[src/rtl/reg_access_arbiter.sv]
// -----------------------------------------------------------------------------
// reg_access_arbiter
//
// Shares one register bus between NUM_REQ requesters. Requests are granted in
// rotating-priority order, decoded to one of NUM_DUTS register-file instances,
// and run one at a time. Each accepted request receives exactly one response:
// ack data, decode error or timeout error.
//
// Ports
//   clk        : clock, all state changes on the rising edge
//   reset_n    : asynchronous active-low reset
//   req_valid  : per-requester request valid
//   req_write  : per-requester direction (1 = write)
//   req_addr   : packed request addresses, requester i at [i*ADDR_W +: ADDR_W]
//   req_wdata  : packed write data, requester i at [i*DATA_W +: DATA_W]
//   req_ready  : one-hot accept strobe (combinational, only in IDLE)
//   rsp_valid  : one-hot single-cycle response strobe to the owner
//   rsp_rdata  : read data (0 for writes and errors)
//   rsp_err    : decode or timeout error, qualified by rsp_valid
//   bus_sel    : one-hot instance select, high for the whole access
//   bus_write  : bus direction
//   bus_addr   : register offset
//   bus_wdata  : bus write data
//   bus_rdata  : packed per-instance read data
//   bus_ack    : per-instance completion
// -----------------------------------------------------------------------------
module reg_access_arbiter #(
    parameter int NUM_REQ  = 2,
    parameter int NUM_DUTS = 1,
    parameter int NUM_REGS = 10,
    parameter int DATA_W   = 32,
    parameter int REG_W    = (NUM_REGS > 1) ? $clog2(NUM_REGS) : 1,
    parameter int ADDR_W   = 8,
    parameter int TIMEOUT  = 16
) (
    input  logic                         clk,
    input  logic                         reset_n,
    input  logic [NUM_REQ-1:0]           req_valid,
    input  logic [NUM_REQ-1:0]           req_write,
    input  logic [NUM_REQ*ADDR_W-1:0]    req_addr,
    input  logic [NUM_REQ*DATA_W-1:0]    req_wdata,
    output logic [NUM_REQ-1:0]           req_ready,
    output logic [NUM_REQ-1:0]           rsp_valid,
    output logic [DATA_W-1:0]            rsp_rdata,
    output logic                         rsp_err,
    output logic [NUM_DUTS-1:0]          bus_sel,
    output logic                         bus_write,
    output logic [REG_W-1:0]             bus_addr,
    output logic [DATA_W-1:0]            bus_wdata,
    input  logic [NUM_DUTS*DATA_W-1:0]   bus_rdata,
    input  logic [NUM_DUTS-1:0]          bus_ack
);

    localparam int OWN_W  = (NUM_REQ > 1) ? $clog2(NUM_REQ) : 1;
    localparam int DSEL_W = (NUM_DUTS > 1) ? $clog2(NUM_DUTS) : 1;
    localparam int DUT_FW = ADDR_W - REG_W;
    localparam int CNT_W  = $clog2(TIMEOUT);

    typedef enum logic [1:0] {
        ST_IDLE   = 2'd0,
        ST_ACCESS = 2'd1,
        ST_RESP   = 2'd2
    } state_t;

    state_t                state_r;
    state_t                state_next_s;
    logic [OWN_W-1:0]      last_grant_r;
    logic [OWN_W-1:0]      owner_r;
    logic                  write_r;
    logic [DSEL_W-1:0]     dut_r;
    logic [CNT_W-1:0]      cnt_r;

    logic [NUM_DUTS-1:0]   bus_sel_r;
    logic                  bus_write_r;
    logic [REG_W-1:0]      bus_addr_r;
    logic [DATA_W-1:0]     bus_wdata_r;
    logic [NUM_REQ-1:0]    rsp_valid_r;
    logic [DATA_W-1:0]     rsp_rdata_r;
    logic                  rsp_err_r;

    logic                  hi_found_s;
    logic                  lo_found_s;
    logic [OWN_W-1:0]      hi_idx_s;
    logic [OWN_W-1:0]      lo_idx_s;
    logic [OWN_W-1:0]      win_idx_s;
    logic [NUM_REQ-1:0]    grant_oh_s;
    logic [NUM_REQ-1:0]    owner_oh_s;
    logic                  win_write_s;
    logic [ADDR_W-1:0]     win_addr_s;
    logic [DATA_W-1:0]     win_wdata_s;
    logic [REG_W-1:0]      reg_off_s;
    logic [DUT_FW-1:0]     dut_field_s;
    logic                  dec_err_s;
    logic [NUM_DUTS-1:0]   dut_oh_s;
    logic                  ack_sel_s;
    logic [DATA_W-1:0]     rdata_sel_s;
    logic                  timeout_hit_s;

    // Rotating priority: lowest valid index above last_grant wins, otherwise the
    // lowest valid index overall (the wrap-around case). Scanning downwards lets
    // the last hit be the lowest index.
    always_comb begin
        hi_found_s = 1'b0;
        lo_found_s = 1'b0;
        hi_idx_s   = '0;
        lo_idx_s   = '0;
        for (int i = NUM_REQ - 1; i >= 0; i--) begin
            hi_found_s = (req_valid[i] && (OWN_W'(i) > last_grant_r)) ? 1'b1 : hi_found_s;
            hi_idx_s   = (req_valid[i] && (OWN_W'(i) > last_grant_r)) ? OWN_W'(i) : hi_idx_s;
            lo_found_s = req_valid[i] ? 1'b1 : lo_found_s;
            lo_idx_s   = req_valid[i] ? OWN_W'(i) : lo_idx_s;
        end
        win_idx_s = hi_found_s ? hi_idx_s : lo_idx_s;
    end

    // Winner one-hot and multiplexing of the winner's request fields
    always_comb begin
        grant_oh_s  = '0;
        win_write_s = 1'b0;
        win_addr_s  = '0;
        win_wdata_s = '0;
        for (int i = 0; i < NUM_REQ; i++) begin
            grant_oh_s[i] = lo_found_s && (OWN_W'(i) == win_idx_s);
            win_write_s   = (OWN_W'(i) == win_idx_s) ? req_write[i] : win_write_s;
            win_addr_s    = (OWN_W'(i) == win_idx_s) ? req_addr[i*ADDR_W +: ADDR_W] : win_addr_s;
            win_wdata_s   = (OWN_W'(i) == win_idx_s) ? req_wdata[i*DATA_W +: DATA_W] : win_wdata_s;
        end
    end

    // Address decode of the winning request into offset, instance and error
    always_comb begin
        reg_off_s   = win_addr_s[REG_W-1:0];
        dut_field_s = win_addr_s[ADDR_W-1:REG_W];
        dec_err_s   = (int'(reg_off_s) >= NUM_REGS) || (int'(dut_field_s) >= NUM_DUTS);
        dut_oh_s    = '0;
        for (int j = 0; j < NUM_DUTS; j++) begin
            dut_oh_s[j] = (int'(dut_field_s) == j);
        end
    end

    // Owner one-hot plus ack/read-data of the selected instance only; acks
    // from other instances never reach the FSM
    always_comb begin
        owner_oh_s  = '0;
        ack_sel_s   = 1'b0;
        rdata_sel_s = '0;
        for (int i = 0; i < NUM_REQ; i++) begin
            owner_oh_s[i] = (OWN_W'(i) == owner_r);
        end
        for (int j = 0; j < NUM_DUTS; j++) begin
            ack_sel_s   = (DSEL_W'(j) == dut_r) ? bus_ack[j] : ack_sel_s;
            rdata_sel_s = (DSEL_W'(j) == dut_r) ? bus_rdata[j*DATA_W +: DATA_W] : rdata_sel_s;
        end
        timeout_hit_s = (cnt_r == CNT_W'(TIMEOUT - 1));
    end

    // Next-state logic; an ack beats a simultaneous timeout
    always_comb begin
        state_next_s = state_r;
        case (state_r)
            ST_IDLE: begin
                if (lo_found_s) begin
                    state_next_s = dec_err_s ? ST_RESP : ST_ACCESS;
                end else begin
                    state_next_s = ST_IDLE;
                end
            end
            ST_ACCESS: begin
                if (ack_sel_s || timeout_hit_s) begin
                    state_next_s = ST_RESP;
                end else begin
                    state_next_s = ST_ACCESS;
                end
            end
            ST_RESP: begin
                state_next_s = ST_IDLE;
            end
            default: begin
                state_next_s = ST_IDLE;
            end
        endcase
    end

    // State register
    always_ff @(posedge clk or negedge reset_n) begin
        if (!reset_n) begin
            state_r <= ST_IDLE;
        end else begin
            state_r <= state_next_s;
        end
    end

    // Transaction capture, bus drive, timeout counter and response registers
    always_ff @(posedge clk or negedge reset_n) begin
        if (!reset_n) begin
            last_grant_r <= OWN_W'(NUM_REQ - 1);
            owner_r      <= '0;
            write_r      <= 1'b0;
            dut_r        <= '0;
            cnt_r        <= '0;
            bus_sel_r    <= '0;
            bus_write_r  <= 1'b0;
            bus_addr_r   <= '0;
            bus_wdata_r  <= '0;
            rsp_valid_r  <= '0;
            rsp_rdata_r  <= '0;
            rsp_err_r    <= 1'b0;
        end else begin
            case (state_r)
                ST_IDLE: begin
                    if (lo_found_s) begin
                        owner_r      <= win_idx_s;
                        last_grant_r <= win_idx_s;
                        write_r      <= win_write_s;
                        dut_r        <= DSEL_W'(dut_field_s);
                        cnt_r        <= '0;
                        if (dec_err_s) begin
                            // Skip the bus entirely and answer next cycle
                            rsp_valid_r <= grant_oh_s;
                            rsp_err_r   <= 1'b1;
                            rsp_rdata_r <= '0;
                        end else begin
                            bus_sel_r   <= dut_oh_s;
                            bus_write_r <= win_write_s;
                            bus_addr_r  <= reg_off_s;
                            bus_wdata_r <= win_wdata_s;
                        end
                    end else begin
                        cnt_r <= '0;
                    end
                end
                ST_ACCESS: begin
                    if (ack_sel_s || timeout_hit_s) begin
                        bus_sel_r   <= '0;
                        bus_write_r <= 1'b0;
                        bus_addr_r  <= '0;
                        bus_wdata_r <= '0;
                        rsp_valid_r <= owner_oh_s;
                        rsp_err_r   <= ~ack_sel_s;
                        rsp_rdata_r <= (ack_sel_s && !write_r) ? rdata_sel_s : '0;
                    end else begin
                        cnt_r <= cnt_r + CNT_W'(1);
                    end
                end
                ST_RESP: begin
                    rsp_valid_r <= '0;
                    rsp_err_r   <= 1'b0;
                    rsp_rdata_r <= '0;
                    cnt_r       <= '0;
                end
                default: begin
                    bus_sel_r   <= '0;
                    rsp_valid_r <= '0;
                    cnt_r       <= '0;
                end
            endcase
        end
    end

    // Accept strobe is combinational and forced low while reset is held
    assign req_ready = (reset_n && (state_r == ST_IDLE)) ? grant_oh_s : '0;
    assign rsp_valid = rsp_valid_r;
    assign rsp_rdata = rsp_rdata_r;
    assign rsp_err   = rsp_err_r;
    assign bus_sel   = bus_sel_r;
    assign bus_write = bus_write_r;
    assign bus_addr  = bus_addr_r;
    assign bus_wdata = bus_wdata_r;

endmodule

[config.mk]
export PLATFORM = sky130hd
export DESIGN_NAME = reg_access_arbiter
export DESIGN_NICKNAME = d
export VERILOG_FILES = /design/src/rtl/reg_access_arbiter.sv
export SDC_FILE = /design/constraint.sdc
export NUM_CORES = 1
export LEC_CHECK = 0
export BUFFER_PORTS_ARGS = -buffer_cell sky130_fd_sc_hd__buf_2
export CORE_ASPECT_RATIO = 2
export CORE_MARGIN = 2
export CORE_UTILIZATION = 51
export CTS_BUF_LIST = sky130_fd_sc_hd__clkbuf_4
export DETAILED_ROUTE_END_ITERATION = 10
export GPL_TIMING_DRIVEN = 0
export HOLD_SLACK_MARGIN = 0.03
export PLACE_DENSITY = 0.86
export SLEW_MARGIN = 0
export SYNTH_ARGS = -nofsm -noshare
export SYNTH_HDL_FRONTEND = slang
export SYNTH_SLANG_ARGS = --single-unit
[constraint.sdc]
create_clock -name clk -period 2.6 [get_ports clk]
set_clock_uncertainty 0.05 [all_clocks]
set_input_delay 0.26 -clock clk [delete_from_list [all_inputs] [get_ports clk]]
set_output_delay 0.26 -clock clk [all_outputs]
set_load 0.02 [all_outputs]
==> reports/qor.yml, run 1 <==
logic_synthesis:
  synth_fp_nets: 436
  synthDistinctLibCells: 41
  yosysWarnings: 0
  syn_inst: 316
  ys.flop_type: "dfrtp_1"
  synth_edf_count: 0
  synthArstFlopShare_pct: 100.0
  synth.yosys.seq_area_share_pct: 54.87
  avgSynthCellArea_um2: 11.99
  syn_area_um2: 3787
  ys_ff_latch: 83
routing:
  drt_first_iter_violations: 106
  drtAntennaViolNets: 0
  drc: 0
  wl_per_cell_um: 16.34
  wirelength_um: 10640
  viasPerCell: 5.296
  num_vias: 3448
  dr.pass1.iters: 4
run:
  drv_cap: 0
cells_and_area:
  diodes: 0
  multiInputGateArea_um2: 1583
  post-route-cell-area_um2: 5365
  nets: 674
  syn2layout_area_growth_pct: 41.66
  nFillCells: 501
  seqCellArea_um2: 2078
  drive_gt1_share_pct: 41.32
pwr:
  p_switching_w: 0.001538
  worst_ir_drop_vdd_uv: 545.6
  p_seq_share_pct: 45.2
  pwr-share-comb_pct: 36.9
  p_sw_share_pct: 38.24
  intPower_w: 0.002485
  pwr_density_cell_nw_per_um2: 750.0
  power.leakage_nw: 2.927
  p_clk_share_pct: 17.9
sta:
  slew_viol_final: 0
  fmax_ghz: 0.4290
  fin_setup_tns_ns: 0
  whs_ns: 0.06823
  setup_violations: 0
  rsz0062_at_grt: "no"
  fin_ws_ns: 0.2687
  post-route-period-util_pct: 89.66
  timing.slew.headroom_pct: 60.79
  worst_slew_pin_slew_ns: 0.5842
  hold_violations: 0
  min_period_ns: 2.331
worst_setup_path:
  crit_arrival_ns: 2.02
  path_max_fanout: 10
  crit_path_end_kind: "output port"
  cp.required_ns: 2.29
  r2r_slack_ns: 0.41
  start_kind: "flip-flop"
  reg2reg_depth: 7
  critical_path_class: "flip-flop to output port"
  crit_start: "last_grant_r"
  critPathCapture: "req_ready[1]"
  timing.rr.end: "bus_wdata[21]"
  r2r-start: "cnt_r[0]"
clock_network:
  path_clk_slew_ns: 0.12
  cts.sink_count: 83
  htree_num_levels: 3
  post_cts_buffers: 0
  cts_tree: "built"
  cts.path.max_buffers: 2
  clock_latency_ns: 0.42
  cts_buffers: 9
  clock-root-buffer: "clkbuf_4"
place:
  io_buffer_count: 192
  dp_slack_ns: 0.4484
  place_hpwl_um: 7932
  placed_cell_area_um2: 4893
  place_congestion: 0.8268
global_route:
  grt_start_max_net_pins: 72
  grt_usage_pct: 27.44
  grt_pass1_vias: 3691
  grt_overflow_total: 0
  antenna_found_initial: 0
  grt_pass1_wl_um: 17070
die:
  rows: 44
  fp.dieH_um: 125.9
  core-area_um2: 7212
  dieWidth_um: 64.94
  start_util_pct: 52.52
  die_area_um2: 8173
  pin_count: 194
outcome:
  status: "finished clean"
worst_hold_path:
  hold_start: "req_wdata[47]"
  hold_path.class: "input port to flip-flop"
[through the flow]
stage               cells  total power (W)  util [%]
finish                651         0.004024     74.39
global route          651         0.004263     74.39
floorplan             316         0.002684         -
global placement      600         0.003211     67.44
CTS                   651         0.004054     74.39
detailed placement    601         0.003293     67.85
[area by class of cell]
class	instances	share of cell area [%]
inverter	2	0.1399
multi-input combinational	211	29.50
clock buffer	10	1.399
sequential	83	38.74
tap	92	2.146
clock inverter	6	1.049
timing repair buffer	227	24.81
buffer	20	2.215
[sequential cells by signal (all words and copies together) (netlist names), 2 cells and up]
| register | flops |
|---|---|
| rsp_rdata | 32 |
| cnt_r | 4 |
| bus_wdata | 32 |
| state_r | 2 |
| rsp_valid | 2 |
| bus_addr | 4 |
[cell usage in the layout, fill, tap and decap left out, types with 2 or more instances in the layout]
cell | synthesis | final
dlygate4sd3_1 | 0 | 34
mux2_2 | 2 | 2
a21oi_1 | 3 | 3
nor3_1 | 2 | 2
nor4_1 | 2 | 2
dfrtp_1 | 82 | 82
xor2_1 | 2 | 2
clkbuf_4 | 0 | 10
clkinv_2 | 0 | 3
nand3_1 | 6 | 6
nor2_1 | 7 | 7
nand2_1 | 46 | 46
buf_2 | 8 | 199
buf_4 | 4 | 5
nor2b_1 | 2 | 2
clkbuf_1 | 5 | 5
mux2i_1 | 75 | 75
o21ai_0 | 10 | 10
nand4_1 | 3 | 3
a22o_1 | 32 | 32
inv_1 | 2 | 2
[how the worst min path moves through the flow]
stage / endpoint / slack [ns] / depth (start not counted)
6_report: bus_wdata[15] / 0.07 / 3
5_1_grt: bus_wdata[15] / 0.06 / 3
4_1_cts: bus_wdata[15] / 0.04 / 3
3_5_place_dp: bus_wdata[14] / 0.08 / 1
3_3_place_gp: bus_sel / 0.42 / 1
2_1_floorplan: bus_addr[0] / -0.09 / 0
[cell families after synthesis]
kind of cell / count (synthesis) / synth area share, %
AND/OR/NAND/NOR: 74 / 8.689
multiplexers: 77 / 20.42
XOR/XNOR: 3 / 0.6939
flip-flops: 83 / 54.87
AO/OA/AOI/OAI: 56 / 11.66
adder cells (fa/ha/maj): 1 / 0.3303
buffers and inverters: 22 / 3.337
[timing repair]
item | 4_1_cts | 5_1_grt
hold buffers | 34 | 0
hold endpoints to repair | 115 | 0
resized for setup | 0 | 0
endpoints found under the setup margin | 0 | 0
[Yosys cell counts (2+ instances only)]
cell	instances	share of area, %
buf_2	8	1.1
buf_4	4	0.79
nand2_1	46	4.6
nor2b_1	2	0.33
clkbuf_1	5	0.50
dfrtp_1	82	54
a22o_1	32	7.4
inv_1	2	0.20
nand4_1	3	0.50
nor3_1	2	0.26
o21ai_0	10	1.3
mux2_2	2	0.59
nor2_1	7	0.69
a21oi_1	3	0.40
nand3_1	6	0.79
nor4_1	2	0.33
mux2i_1	75	20
xor2_1	2	0.46
[layer usage]
metal	GRT usage, %	up-vias	part of all wire (%)
li1	-	1617	-
met1	27.85	1646	35
met2	51.61	166	56
met3	6.786	19	6.3
met4	10.89	0	2.1
met5	0	-	0
[power by group through the flow]
stage	Clock (W)	Sequential (W)	Combinational, W
after floorplan	0	0.00218	0.000502
after global placement	0	0.00182	0.00139
after detailed placement	0	0.00183	0.00146
after CTS	0.000741	0.00181	0.00150
after global routing	0.000794	0.00186	0.00161
final	0.000722	0.00182	0.00148
[worst max-delay path: stages (launching register included)]
cell	delay, ns
dfstp_2	0.60
a21bo_2	0.14
buf_2	0.15
buf_4	0.23
buf_4	0.25
nor2_1	0.07
buf_2	0.16
Note: power is estimated with default switching activity, not from simulation.
==> inputs of run 2 (changes only) <==
Settings changed: ABC_AREA set to 1, CORE_UTILIZATION 51 to 52, PLACE_DENSITY 0.86 to 0.87.
==> reports/qor.yml, run 2 <==
worst_setup_path:
  critPathMaxStageDelay_ns: 0.46
  critPathMostFrequentCell: "nor2_2"
  path_max_fanout: 8
  r2r_slack_ns: 0.54
  timing.rr.end: "bus_wdata[26]"
  crit_family: "simple AND/OR/NAND/NOR gates"
  cp.required_ns: 2.29
  start_kind: "flip-flop"
  r2r-start: "cnt_r[0]"
  crit_path_end_kind: "output port"
  cp_num_buf_inv: 2
  critical_path_class: "flip-flop to output port"
  reg2reg_depth: 8
  cp_slowest_cell: "dfrtp_1"
  path_cells: "nor2_2 > inv_1 > nor2_2 > nand2_1 > nor2_1 > buf_2"
  crit_arrival_ns: 1.93
die:
  die_area_um2: 8468
  dieWidth_um: 66.08
  start_util_pct: 53.12
  pin_count: 194
  core-area_um2: 7545
  fp.dieH_um: 128.2
  rows: 45
worst_hold_path:
  hold_start: "req_write[1]"
  holdPathStages: 3
  hold_path.class: "input port to flip-flop"
  worstHoldEndpoint: "write_r"
logic_synthesis:
  synth_top_area_share_pct: 51.20
  ys_ff_latch: 83
  ys.flop_type: "dfrtp_1"
  synth.largest_area_cell: "dfrtp_1"
  synthDistinctLibCells: 28
  avgSynthCellArea_um2: 7.722
  synth_edf_count: 0
  syn_area_um2: 4008
  yosysWarnings: 0
  synth.yosys.seq_area_share_pct: 51.86
  syn_inst: 519
  synth_area_leaders: "dfrtp_1 (51%), nand2_1 (26%), nand3_1 (5.9%)"
  synth.most_common_cell: "nand2_1"
  synthTopCellsByCount: "nand2_1 (273), dfrtp_1 (82), nand3_1 (47)"
  synthArstFlopShare_pct: 100.0
  synth_fp_nets: 639
global_route:
  grt_usage_pct: 28.27
  grt_overflow_total: 0
  grt_start_max_net_pins: 62
  grt_pass1_vias: 4247
  antenna_found_initial: 0
  grt_pass1_wl_um: 18600
clock_network:
  clock_latency_ns: 0.42
  htree_num_levels: 3
  cts_tree: "built"
  path_clk_slew_ns: 0.12
  cts_buffers: 9
  clock-root-buffer: "clkbuf_4"
  cts.path.max_buffers: 2
  cts_resized: 0
  post_cts_buffers: 0
  cts.sink_count: 83
run:
  drv_cap: 0
routing:
  dr.pass1.iters: 4
  wirelength_um: 11710
  drt_first_iter_violations: 251
  drc: 0
  wl_per_cell_um: 13.68
  num_vias: 4305
  viasPerCell: 5.029
  drtAntennaViolNets: 0
sta:
  timing.slew.headroom_pct: 68.17
  setup_violations: 0
  fin_setup_tns_ns: 0
  worst_slew_pin_slew_ns: 0.4774
  rsz0062_at_grt: "no"
  hold_violations: 0
  min_period_ns: 2.239
  fmax_ghz: 0.4466
  post-route-period-util_pct: 86.13
  slew_viol_final: 0
pwr:
  worst_ir_drop_vdd_uv: 497.7
  pwr_density_cell_nw_per_um2: 803.4
  p_clk_share_pct: 15.7
  p_switching_w: 0.001869
  p_sw_share_pct: 41.71
  intPower_w: 0.002612
  power.leakage_nw: 3.306
  pwr-share-comb_pct: 43.2
  p_seq_share_pct: 41.1
  power_w: 0.004482
place:
  place_hpwl_um: 8523
  placed_cell_area_um2: 5121
  io_buffer_count: 193
  place_congestion: 0.8087
cells_and_area:
  final_common_cell: "nand2_1"
  drive_gt1_share_pct: 31.10
  nets: 877
  diodes: 0
  syn2layout_area_growth_pct: 39.18
  post-route-cell-area_um2: 5578
  utilization_pct: 73.93
  mostFrequentLayoutCells: "nand2_1 (273), buf_2 (197), dfrtp_1 (82), nand3_1 (47), a21oi_1 (35)"
outcome:
  status: "finished clean"
## run 2: cell count changes in the layout (fill, tap and decap cells not counted), sizes merged, moves of 3 or more
cell	previous run	this run
o21ai	11	8
clkbuf	15	21
nor2	8	13
nand3	7	50
nand2	46	278
mux2i	75	0
nor3	3	0
a22o	32	0
inv	2	16
a21oi	4	36
## run 2: worst max-delay path by stage
stage	cells after the start	start	end
after floorplan	8	cnt_r[0]	bus_wdata[16]
after global placement	4	reset_n	req_ready[1]
after detailed placement	8	cnt_r[0]	bus_wdata[30]
after CTS	6	state_r[1]	req_ready[0]
after global routing	6	state_r[1]	req_ready[0]
final	6	state_r[1]	req_ready[0]
## run 2: metal layers
| metal | track usage, % | up-vias | part of all wire (%) | wire length (µm) |
|---|---|---|---|---|
| li1 | - | 2107 | - | - |
| met1 | 29.15 | 1989 | 36 | 4166 |
| met2 | 53.42 | 183 | 55 | 6435 |
| met3 | 6.058 | 26 | 7.1 | 831 |
| met4 | 11.16 | 0 | 2.4 | 281 |
| met5 | 0 | - | 0 | 0 |
## run 2: cells by family (layout without fill, tap and decap cells)
kind of cell / count (synthesis) / in the layout / synth area share, %
and+or+nand+nor: 343 / 343 / 35.72
DFF: 83 / 83 / 51.86
AOI/OAI and AO/OA: 47 / 47 / 6.307
buffers and inverters: 44 / 287 / 5.588
adders and majority gates: 1 / 1 / 0.3122
xor gates and xnor gates: 1 / 1 / 0.2186
## run 2: stage by stage
stage / setup slack [ns] / instances / hold WS [ns]
finish: 0.3606 / 856 / 0.05209
floorplan: 0.9147 / 519 / -0.08559
global route: 0.1492 / 856 / 0.05225
detailed placement: 0.5756 / 807 / 0.1343
global placement: 0.1509 / 806 / 0.3994
CTS: 0.2909 / 856 / 0.03470
## run 2: final cells by class
cell class	instances	area (µm²)
Inverter	16	60.06
Clock inverter	7	58.81
Tap cell	94	117.6
Timing Repair Buffer	227	1326
Multi-Input combinational cell	392	1705
Clock buffer	9	67.56
Sequential cell	83	2078
Fill cell	590	1967
Buffer	28	163.9
## run 2: worst min-delay path, stage by stage
cell and delay (ns):
buf_2 0.10, nand2_1 0.07, a31oi_1 0.07
## run 2: repair_timing
action,CTS,global route
endpoints found under the setup margin,0,0
hold buffers,33,0
hold endpoints to repair,95,0
## run 2: power groups by stage
stage               Combinational [W]  Sequential [W]  Clock, W
floorplan                    0.000866         0.00221         0
global placement              0.00185         0.00185         0
detailed placement            0.00190         0.00186         0
CTS                           0.00194         0.00184  0.000716
global route                  0.00213         0.00188  0.000777
finish                        0.00193         0.00184  0.000703
